File: src/rtl/aes_pkg.sv
// Shared AES-128 definitions: round count, round-constant lookup, byte/word/state
// types and the add_round_key FSM encoding.
package aes_pkg;
  localparam int AES_NR = 10;

  typedef logic [7:0]   byte_t;
  typedef logic [31:0]  word_t;
  typedef logic [127:0] state_t;

  typedef enum logic {NOKEY, RUN} ark_state_e;

  // RCON table indexed by the round counter (round r uses RCON[r] to make key r+1)
  function automatic byte_t rcon(input logic [3:0] rnd);
    case (rnd)
      4'd0:    return 8'h01;
      4'd1:    return 8'h02;
      4'd2:    return 8'h04;
      4'd3:    return 8'h08;
      4'd4:    return 8'h10;
      4'd5:    return 8'h20;
      4'd6:    return 8'h40;
      4'd7:    return 8'h80;
      4'd8:    return 8'h1b;
      4'd9:    return 8'h36;
      default: return 8'h00;
    endcase
  endfunction
endpackage

File: src/rtl/aes_sbox.sv
// Forward AES S-box, purely combinational; also reused by subBytes.
module aes_sbox
  import aes_pkg::*;
(
  input  byte_t a_i,
  output byte_t y_o
);
  localparam byte_t SBOX [256] = '{
    8'h63,8'h7c,8'h77,8'h7b,8'hf2,8'h6b,8'h6f,8'hc5,8'h30,8'h01,8'h67,8'h2b,8'hfe,8'hd7,8'hab,8'h76,
    8'hca,8'h82,8'hc9,8'h7d,8'hfa,8'h59,8'h47,8'hf0,8'had,8'hd4,8'ha2,8'haf,8'h9c,8'ha4,8'h72,8'hc0,
    8'hb7,8'hfd,8'h93,8'h26,8'h36,8'h3f,8'hf7,8'hcc,8'h34,8'ha5,8'he5,8'hf1,8'h71,8'hd8,8'h31,8'h15,
    8'h04,8'hc7,8'h23,8'hc3,8'h18,8'h96,8'h05,8'h9a,8'h07,8'h12,8'h80,8'he2,8'heb,8'h27,8'hb2,8'h75,
    8'h09,8'h83,8'h2c,8'h1a,8'h1b,8'h6e,8'h5a,8'ha0,8'h52,8'h3b,8'hd6,8'hb3,8'h29,8'he3,8'h2f,8'h84,
    8'h53,8'hd1,8'h00,8'hed,8'h20,8'hfc,8'hb1,8'h5b,8'h6a,8'hcb,8'hbe,8'h39,8'h4a,8'h4c,8'h58,8'hcf,
    8'hd0,8'hef,8'haa,8'hfb,8'h43,8'h4d,8'h33,8'h85,8'h45,8'hf9,8'h02,8'h7f,8'h50,8'h3c,8'h9f,8'ha8,
    8'h51,8'ha3,8'h40,8'h8f,8'h92,8'h9d,8'h38,8'hf5,8'hbc,8'hb6,8'hda,8'h21,8'h10,8'hff,8'hf3,8'hd2,
    8'hcd,8'h0c,8'h13,8'hec,8'h5f,8'h97,8'h44,8'h17,8'hc4,8'ha7,8'h7e,8'h3d,8'h64,8'h5d,8'h19,8'h73,
    8'h60,8'h81,8'h4f,8'hdc,8'h22,8'h2a,8'h90,8'h88,8'h46,8'hee,8'hb8,8'h14,8'hde,8'h5e,8'h0b,8'hdb,
    8'he0,8'h32,8'h3a,8'h0a,8'h49,8'h06,8'h24,8'h5c,8'hc2,8'hd3,8'hac,8'h62,8'h91,8'h95,8'he4,8'h79,
    8'he7,8'hc8,8'h37,8'h6d,8'h8d,8'hd5,8'h4e,8'ha9,8'h6c,8'h56,8'hf4,8'hea,8'h65,8'h7a,8'hae,8'h08,
    8'hba,8'h78,8'h25,8'h2e,8'h1c,8'ha6,8'hb4,8'hc6,8'he8,8'hdd,8'h74,8'h1f,8'h4b,8'hbd,8'h8b,8'h8a,
    8'h70,8'h3e,8'hb5,8'h66,8'h48,8'h03,8'hf6,8'h0e,8'h61,8'h35,8'h57,8'hb9,8'h86,8'hc1,8'h1d,8'h9e,
    8'he1,8'hf8,8'h98,8'h11,8'h69,8'hd9,8'h8e,8'h94,8'h9b,8'h1e,8'h87,8'he9,8'hce,8'h55,8'h28,8'hdf,
    8'h8c,8'ha1,8'h89,8'h0d,8'hbf,8'he6,8'h42,8'h68,8'h41,8'h99,8'h2d,8'h0f,8'hb0,8'h54,8'hbb,8'h16
  };

  assign y_o = SBOX[a_i];
endmodule

File: src/rtl/add_round_key.sv
// AES-128 AddRoundKey stage with on-the-fly key expansion: one expansion step per
// accepted state, wrapping back to the saved cipher key after round NR.
module add_round_key
  import aes_pkg::*;
#(
  parameter int NR = AES_NR
) (
  input  logic         clk,
  input  logic         rst,
  input  logic         key_load,
  input  logic [127:0] key_in,
  output logic         key_valid,
  input  logic         in_valid,
  output logic         in_ready,
  input  logic [127:0] in_state,
  output logic         out_valid,
  input  logic         out_ready,
  output logic [127:0] out_state,
  output logic [3:0]   out_round
);
  localparam logic [3:0] LAST_RND = 4'(NR);

  ark_state_e state_q;
  state_t     key_q, saved_q, out_state_q;
  logic [3:0] cnt_q, out_round_q;
  logic       key_valid_q, out_valid_q;
  logic       accept;

  word_t w [4];
  word_t rot_w, sub_w, t_w;
  word_t n0, n1, n2, n3;
  state_t key_next;

  for (genvar g = 0; g < 4; g++) begin : g_word
    assign w[g] = key_q[127-32*g -: 32];
  end

  assign rot_w = {w[3][23:0], w[3][31:24]};

  for (genvar g = 0; g < 4; g++) begin : g_sbox
    aes_sbox u_sbox (.a_i(rot_w[31-8*g -: 8]), .y_o(sub_w[31-8*g -: 8]));
  end

  assign t_w      = sub_w ^ {rcon(cnt_q), 24'h0};
  assign n0       = w[0] ^ t_w;
  assign n1       = w[1] ^ n0;
  assign n2       = w[2] ^ n1;
  assign n3       = w[3] ^ n2;
  assign key_next = {n0, n1, n2, n3};

  // A key_load cycle never accepts, so the reload cannot collide with a key advance.
  assign in_ready = (state_q == RUN) && !key_load && (!out_valid_q || out_ready);
  assign accept   = in_valid && in_ready;

  always_ff @(posedge clk or negedge rst) begin
    if (!rst) begin
      state_q     <= NOKEY;
      key_q       <= '0;
      saved_q     <= '0;
      cnt_q       <= '0;
      key_valid_q <= 1'b0;
      out_valid_q <= 1'b0;
      out_state_q <= '0;
      out_round_q <= '0;
    end else begin
      if (key_load) begin
        state_q     <= RUN;
        key_q       <= key_in;
        saved_q     <= key_in;
        cnt_q       <= '0;
        key_valid_q <= 1'b1;
      end else if (accept) begin
        if (cnt_q == LAST_RND) begin
          key_q <= saved_q;
          cnt_q <= '0;
        end else begin
          key_q <= key_next;
          cnt_q <= cnt_q + 4'd1;
        end
      end

      if (accept) begin
        out_state_q <= in_state ^ key_q;
        out_round_q <= cnt_q;
        out_valid_q <= 1'b1;
      end else if (out_ready) begin
        out_valid_q <= 1'b0;
      end
    end
  end

  assign key_valid = key_valid_q;
  assign out_valid = out_valid_q;
  assign out_state = out_state_q;
  assign out_round = out_round_q;
endmodule

File: config.mk
export PLATFORM = sky130hd
export DESIGN_NAME = add_round_key
export DESIGN_NICKNAME = d
export VERILOG_FILES = /design/src/rtl/aes_pkg.sv /design/src/rtl/aes_sbox.sv /design/src/rtl/add_round_key.sv
export SDC_FILE = /design/constraint.sdc
export NUM_CORES = 2
export LEC_CHECK = 0
export CAP_MARGIN = 15
export CORE_ASPECT_RATIO = 1.75
export CORE_MARGIN = 2
export CORE_UTILIZATION = 30
export CTS_BUF_LIST = sky130_fd_sc_hd__clkbuf_4
export CTS_CLUSTER_DIAMETER = 50
export DETAILED_ROUTE_END_ITERATION = 10
export SYNTH_ARGS = -nofsm -noshare
export SYNTH_HDL_FRONTEND = slang
export SYNTH_HIERARCHICAL = 1
export SYNTH_SLANG_ARGS = --single-unit
File: constraint.sdc
create_clock -name clk -period 7.94 [get_ports clk]
set_input_delay 0.794 -clock clk [delete_from_list [all_inputs] [get_ports clk]]
set_output_delay 0.794 -clock clk [all_outputs]
set_load 0.05 [all_outputs]
---- Yosys cells after proc, flatten, opt, wreduce, memory -nomap -nowiden ----
Memory sizes are Yosys's and may differ from the RTL's.
Cells that the tools add are included.
word-level totals
  register bits after elaboration ......... 394
  bits in latches ......................... 0
  bits in writable memories ............... 0
  bits in read-only memories .............. 8320
  input bits .............................. 261
  output and inout bits ................... 135
  logic and storage cells ................. 52
  memories ................................ 5
memories
  name              words  width  read ports  clocked after Yosys merged registers in  wr ports  line            text
  (name not given)  256    8      1           0                                        0         aes_sbox.sv:27  assign y_o = SBOX[a_i];
  (name not given)  256    8      1           0                                        0         aes_sbox.sv:27
  (name not given)  256    8      1           0                                        0         aes_sbox.sv:27
  (name not given)  256    8      1           0                                        0         aes_sbox.sv:27
  (name not given)  16     8      1           0                                        0         aes_pkg.sv:14   case (rnd)
operators by class
  add/subtract/negate cells ............... 1
  $mul .................................... 0
  div/mod/pow operators ................... 0
  order comparisons ....................... 4
  eq/ne operators ......................... 1
  shift-type cells ........................ 0
  mux-type cells .......................... 16
  bitwise operators ....................... 10
  reduce and logical (&&, ||, !) cells .... 8
operators by type and width
  kind                 count
  $mux 128             3
  $xor 32x32->32       5
  $xor 128x128->128    1
  $mux 8               8
  $ge 9x9->1 const B   4
  $not 8->9            4
  $mux 4               3
  $add 4x1->4 const B  1
  $eq 4x4->1 const B   1
  $reduce_bool 2->1    2
  $logic_and 1x1->1    3
  $logic_not 1->1      2
  $mux 1               2
  $logic_or 1x1->1     1

---- Logic depth before layout (Yosys ltp) ----
  word-level depth ........................ 12
  depth in mapped cells ................... 16
  depth with buffers taken out ............ 13

---- Modules after synthesis ----
The synthesis kept the hierarchy.
by module, submodules not included
  module         instances  cells an instance  area each (sq um)  sequential area each (sq um)
  add_round_key  1          1652               18402.6            9859.5
  aes_sbox       4          507                3179.3             0.0

---- Worst setup path after synthesis ----
OpenSTA, ideal clock, no wires.
  path type ............................... reg-to-reg
  from .................................... register key_q[17]
  to ...................................... register key_q[89]
  library setup time ...................... 0.066 ns
  arrival ................................. 3.676 ns
  required time ........................... 7.874 ns
  slack ................................... 4.198 ns
  cell stages (with the launch flop) ...... 14
  buffers on the path ..................... 3
  period minus slack after synthesis ...... 3.742 ns
  path through ............................ dfrtp_1 > buf_2 > clkbuf_1 > inv_1 > ha_1 > clkbuf_1 > and2_1 > o311ai_0 > a221oi_1 > o221ai_2 > xnor2_1 > xor3_1 > a211oi_1 > a221o_1
on the way
  word-level cells in the longest chain between the ends .. 10
ends and longest elaborated chain
  item                                       line                 text
  start: declaration                         add_round_key.sv:24  state_t key_q, saved_q, out_state_q;
  start signal: assignment                   add_round_key.sv:68  key_q <= key_in;
  start signal: assignment                   add_round_key.sv:74  key_q <= saved_q;
  start signal: assignment                   add_round_key.sv:77  key_q <= key_next;
  $not 8->9 (implied by the code)            aes_sbox.sv:27
  $mem_v2 256x8                              --
  $mux 8 (implied by the code) (2 in a row)  aes_sbox.sv:27
  via sub_w[25]                              add_round_key.sv:30  word_t rot_w, sub_w, t_w;
  $xor 32x32->32                             add_round_key.sv:44  assign t_w = sub_w ^ {rcon(cnt_q), 24'h0};
  $xor 32x32->32                             add_round_key.sv:45  assign n0 = w[0] ^ t_w;
  $xor 32x32->32                             add_round_key.sv:46  assign n1 = w[1] ^ n0;
  $mux 128                                   add_round_key.sv:73  if (cnt_q == LAST_RND) begin
  $mux 128                                   add_round_key.sv:72  end else if (accept) begin
  $mux 128                                   add_round_key.sv:66  if (key_load) begin
The timed path passes the listed nets, and every way through them passes these cells. The select of a mux whose other input is x is not followed.
A chain may end at the register's enable or synchronous reset.

---- Worst setup path after layout ----
  from .................................... register key_q[9]
  to ...................................... register key_q[52]
on the way
  word-level cells in the longest chain between the ends .. 11
ends and longest elaborated chain
  item                                       line                 text
  $not 8->9 (implied by the code)            aes_sbox.sv:27
  $mem_v2 256x8                              --
  $mux 8 (implied by the code) (2 in a row)  aes_sbox.sv:27
  via sub_w[20]                              add_round_key.sv:30
  $xor 32x32->32                             add_round_key.sv:44
  $xor 32x32->32                             add_round_key.sv:45
  $xor 32x32->32                             add_round_key.sv:46
  $xor 32x32->32                             add_round_key.sv:47  assign n2 = w[2] ^ n1;
  $mux 128                                   add_round_key.sv:73
  $mux 128                                   add_round_key.sv:72
  $mux 128                                   add_round_key.sv:66
The timed path passes the listed nets, and every way through them passes these cells. The select of a mux whose other input is x is not followed.

==> impl_metrics.env <==
export IMPL_endpoint_kind="flip-flop"
export IMPL_grt_max_degree=219
export IMPL_yosysSeqAreaShare_pct=31.68
export IMPL_cp_start_kind="flip-flop"
export IMPL_rows=156
export IMPL_pre_cts_slack_ns=3.114
export IMPL_ctsHoldBuffers=1
export IMPL_clk_latency_ns=1.03
export IMPL_fin_crit_sh_pct=61.96
export IMPL_synth_top_cell_by_area="dfrtp_1"
export IMPL_cts_root_buf="clkbuf_4"
export IMPL_layout_drive_gt1_share_pct=11.75
export IMPL_post_route_min_period_ns=4.920
export IMPL_fin_util_pct=35.92
export IMPL_dp_hpwl_mm=112.3
export IMPL_syn_area_sq_um=31120
export IMPL_hold_viol=0
export IMPL_clk_path_buf_depth=3
export IMPL_dr_pass1_iters=8
export IMPL_synth_cells=3680
export IMPL_initial_core_util_pct=30.20
export IMPL_dr_total_vias=32350
export IMPL_fp_dieH_um=430.1
export IMPL_synth_warnings=6
export IMPL_ys_dominant_reg_cell="dfrtp_1"
export IMPL_setup_ws_ns=3.020
export IMPL_hold_class="input pin to flip-flop"
export IMPL_clock_sinks=394
export IMPL_antenna_found_initial=13
export IMPL_numCtsBuffers=105
export IMPL_ios=396
export IMPL_gp_congestion=1.039
export IMPL_cts_repair_resized=0
export IMPL_r2r_slack_ns=3.02
export IMPL_fmaxAchievable_ghz=0.2033
export IMPL_totalWireLength_mm=156.7
export IMPL_core_area_sq_um=103100
export IMPL_slew_viol_final=0
export IMPL_powerDensity_nw_per_um2=562.2
export IMPL_hold_ws_ns=0.2727
export IMPL_antenna_left=0
export IMPL_tightest_slew_ns=1.110
export IMPL_crit_path_max_fanout=15
export IMPL_synth_area_leaders="dfrtp_1 (32%), xnor2_1 (6.3%), o21ai_0 (5.4%), mux2_2 (4.9%), nand2_1 (4.6%)"
export IMPL_drt_iter0_drc=3133
export IMPL_rsz0062_at_grt="no"
export IMPL_async_flop_share_pct=100.0
export IMPL_vias_per_cell=6.081
export IMPL_nNetsFinal=4218
export IMPL_critPathLaunch="key_q[9]"
export IMPL_synth_top_area_share_pct=31.68
export IMPL_die_w_um=247.5
export IMPL_htree_levels=3
export IMPL_clk_pin_slew_ns=0.08
export IMPL_wl_per_cell_um=29.45
export IMPL_syn_area_per_cell_sq_um=8.456
export IMPL_p_leak_nw=14.05
export IMPL_criticalPathCategory="flip-flop to flip-flop"
export IMPL_max_cap_violations=0
export IMPL_drc=0
export IMPL_crit_required_ns=8.81
export IMPL_hold_start="key_load"
export IMPL_cts_setup_buffers=0
export IMPL_setup_violations=0
export IMPL_port_buffers=395
export IMPL_cp_arrival_ns=5.79
export IMPL_synth_nets=4003
export IMPL_cts_tree="built"
export IMPL_max_slew_margin_pct=24.07
export IMPL_synth_edf_count=0
export IMPL_overflow=0
export IMPL_synth_cell_types=91
export IMPL_grt_pass1_vias=31810
export IMPL_dieArea_sq_um=106400
export IMPL_r2r_start="key_q[9]"
export IMPL_ys_ff_latch=394
export IMPL_irDropWorstVdd_mv=0.2408
export IMPL_grt_first_pass_wirelength_mm=225.4
export IMPL_fillers=10760
export IMPL_fin_tns_setup_ns=0
export IMPL_grt_use_total_pct=28.67
export IMPL_area_growth_pct=18.95
export IMPL_outcome="complete, no violations"
export IMPL_skew_ns=0.09233
layout by cell type (no fill, tap or decap), drive strengths merged, types with 20 or more instances in the layout:
cell and count:
a211oi 92, a21oi 207, a221o 60, a221oi 20, a22oi 57, a311o 20, a311oi 40, a31oi 48
and2 22, buf 74, clkbuf 138, clkdlybuf4s50 393, clkinv 36, dfrtp 394, ha 62, inv 49
mux2 136, mux2i 25, nand2 391, nand2b 72, nand3 107, nand4 21, nor2 197, nor2b 56
nor3 89, nor4 24, o211ai 88, o21ai 419, o311ai 56, o31ai 29, xnor2 226, xor2 36
path summary, 6_finish.rpt:
path	end	cells after the start
max	key_q[52]	12
min	saved_q[111]	2
max reg2reg	key_q[52]	12
min reg2reg	key_q[3]	2
max in group asynchronous	key_q[19]	4
min in group asynchronous	out_state[62]	2
synth_stat cells, types with 15 or more instances:
library cell  instances
buf_1                21
a311o_1              20
dfrtp_1             394
o22ai_1              16
a22oi_1              57
o2111ai_1            16
o21ai_0             336
and2_1               22
a211oi_1             92
o21ai_1              82
a311oi_1             40
a21oi_1             206
nand3_1             106
o31ai_1              29
mux2i_1              21
nor3_1               84
clkbuf_1            150
nand4_1              21
buf_6                24
xor2_1               36
a221o_1              60
buf_4                17
buf_2               144
o311ai_1             28
o41ai_1              17
xnor2_1             225
nor4_1               24
nor2b_1              52
nand2b_1             64
a221oi_1             16
nand2_1             383
inv_1                41
nor2_1              189
mux2_2              136
o311ai_0             28
a222oi_1             15
ha_1                 62
a31oi_1              48
o211ai_1             88
per-stage QoR:
step	total power [W]	cells	area, sq um
2_1_floorplan	0.01327	3680	31120
3_3_place_gp	0.01866	5130	35640
3_5_place_dp	0.01842	5130	35640
4_1_cts	0.02046	5310	36990
5_1_grt	0.02187	5320	37020
6_report	0.02081	5320	37020
per-layer routing:
metal	track usage, %	wire [um]	vias to the layer above
li1	-	-	14190
met1	31.99	55920	15740
met2	49.46	77960	1857
met3	4.367	10690	556
met4	20.02	12120	2
met5	0	13	-
flip-flops by register name, summed over array words and instances (netlist names):
name       cells
key_q        128
out_state    128
saved_q      128
cnt_q          4
out_round      4
key_valid      1
out_valid      1
critical path, stage by stage (launching register included):
cell      delay [ns]
dfrtp_1         0.34
inv_1           0.17
ha_1            0.82
nor2b_1         0.77
a21oi_1         0.17
o32a_1          0.33
nor2_1          0.46
o32ai_1         0.23
xnor2_1         0.53
xnor2_1         0.27
xnor2_1         0.32
a211oi_1        0.12
a221o_1         0.29
final cells by class:
cell class / count / area, sq um / area share [%]
multi-input combinational: 2877 / 19340 / 52.25
sequential: 394 / 9888 / 26.71
timing repair buffer: 468 / 4552 / 12.30
tap: 1343 / 1680 / 4.539
clock buffer: 138 / 1036 / 2.799
clock inverter: 41 / 310.3 / 0.8383
inverter: 49 / 183.9 / 0.4969
antenna: 10 / 25.02 / 0.06760
logic make-up after synthesis:
family                     count (synthesis)  synth area share [%]
AOI/OAI and AO/OA                       1321                 28.68
xor gates and xnor gates                 271                 8.057
adders and majority gates                 62                 2.493
buffers and inverters                    409                 6.312
DFF                                      394                 31.68
muxes                                    169                 6.353
and+or+nand+nor                         1054                 16.42
power by group:
group | internal (W) | switching, W | leakage (nW)
Combinational | 0.00504 | 0.0102 | 8.52
Sequential | 0.00266 | 0.000998 | 4.73
Clock | 0.000971 | 0.000956 | 0.796
No activity file was read; power rests on OpenSTA's default activity.
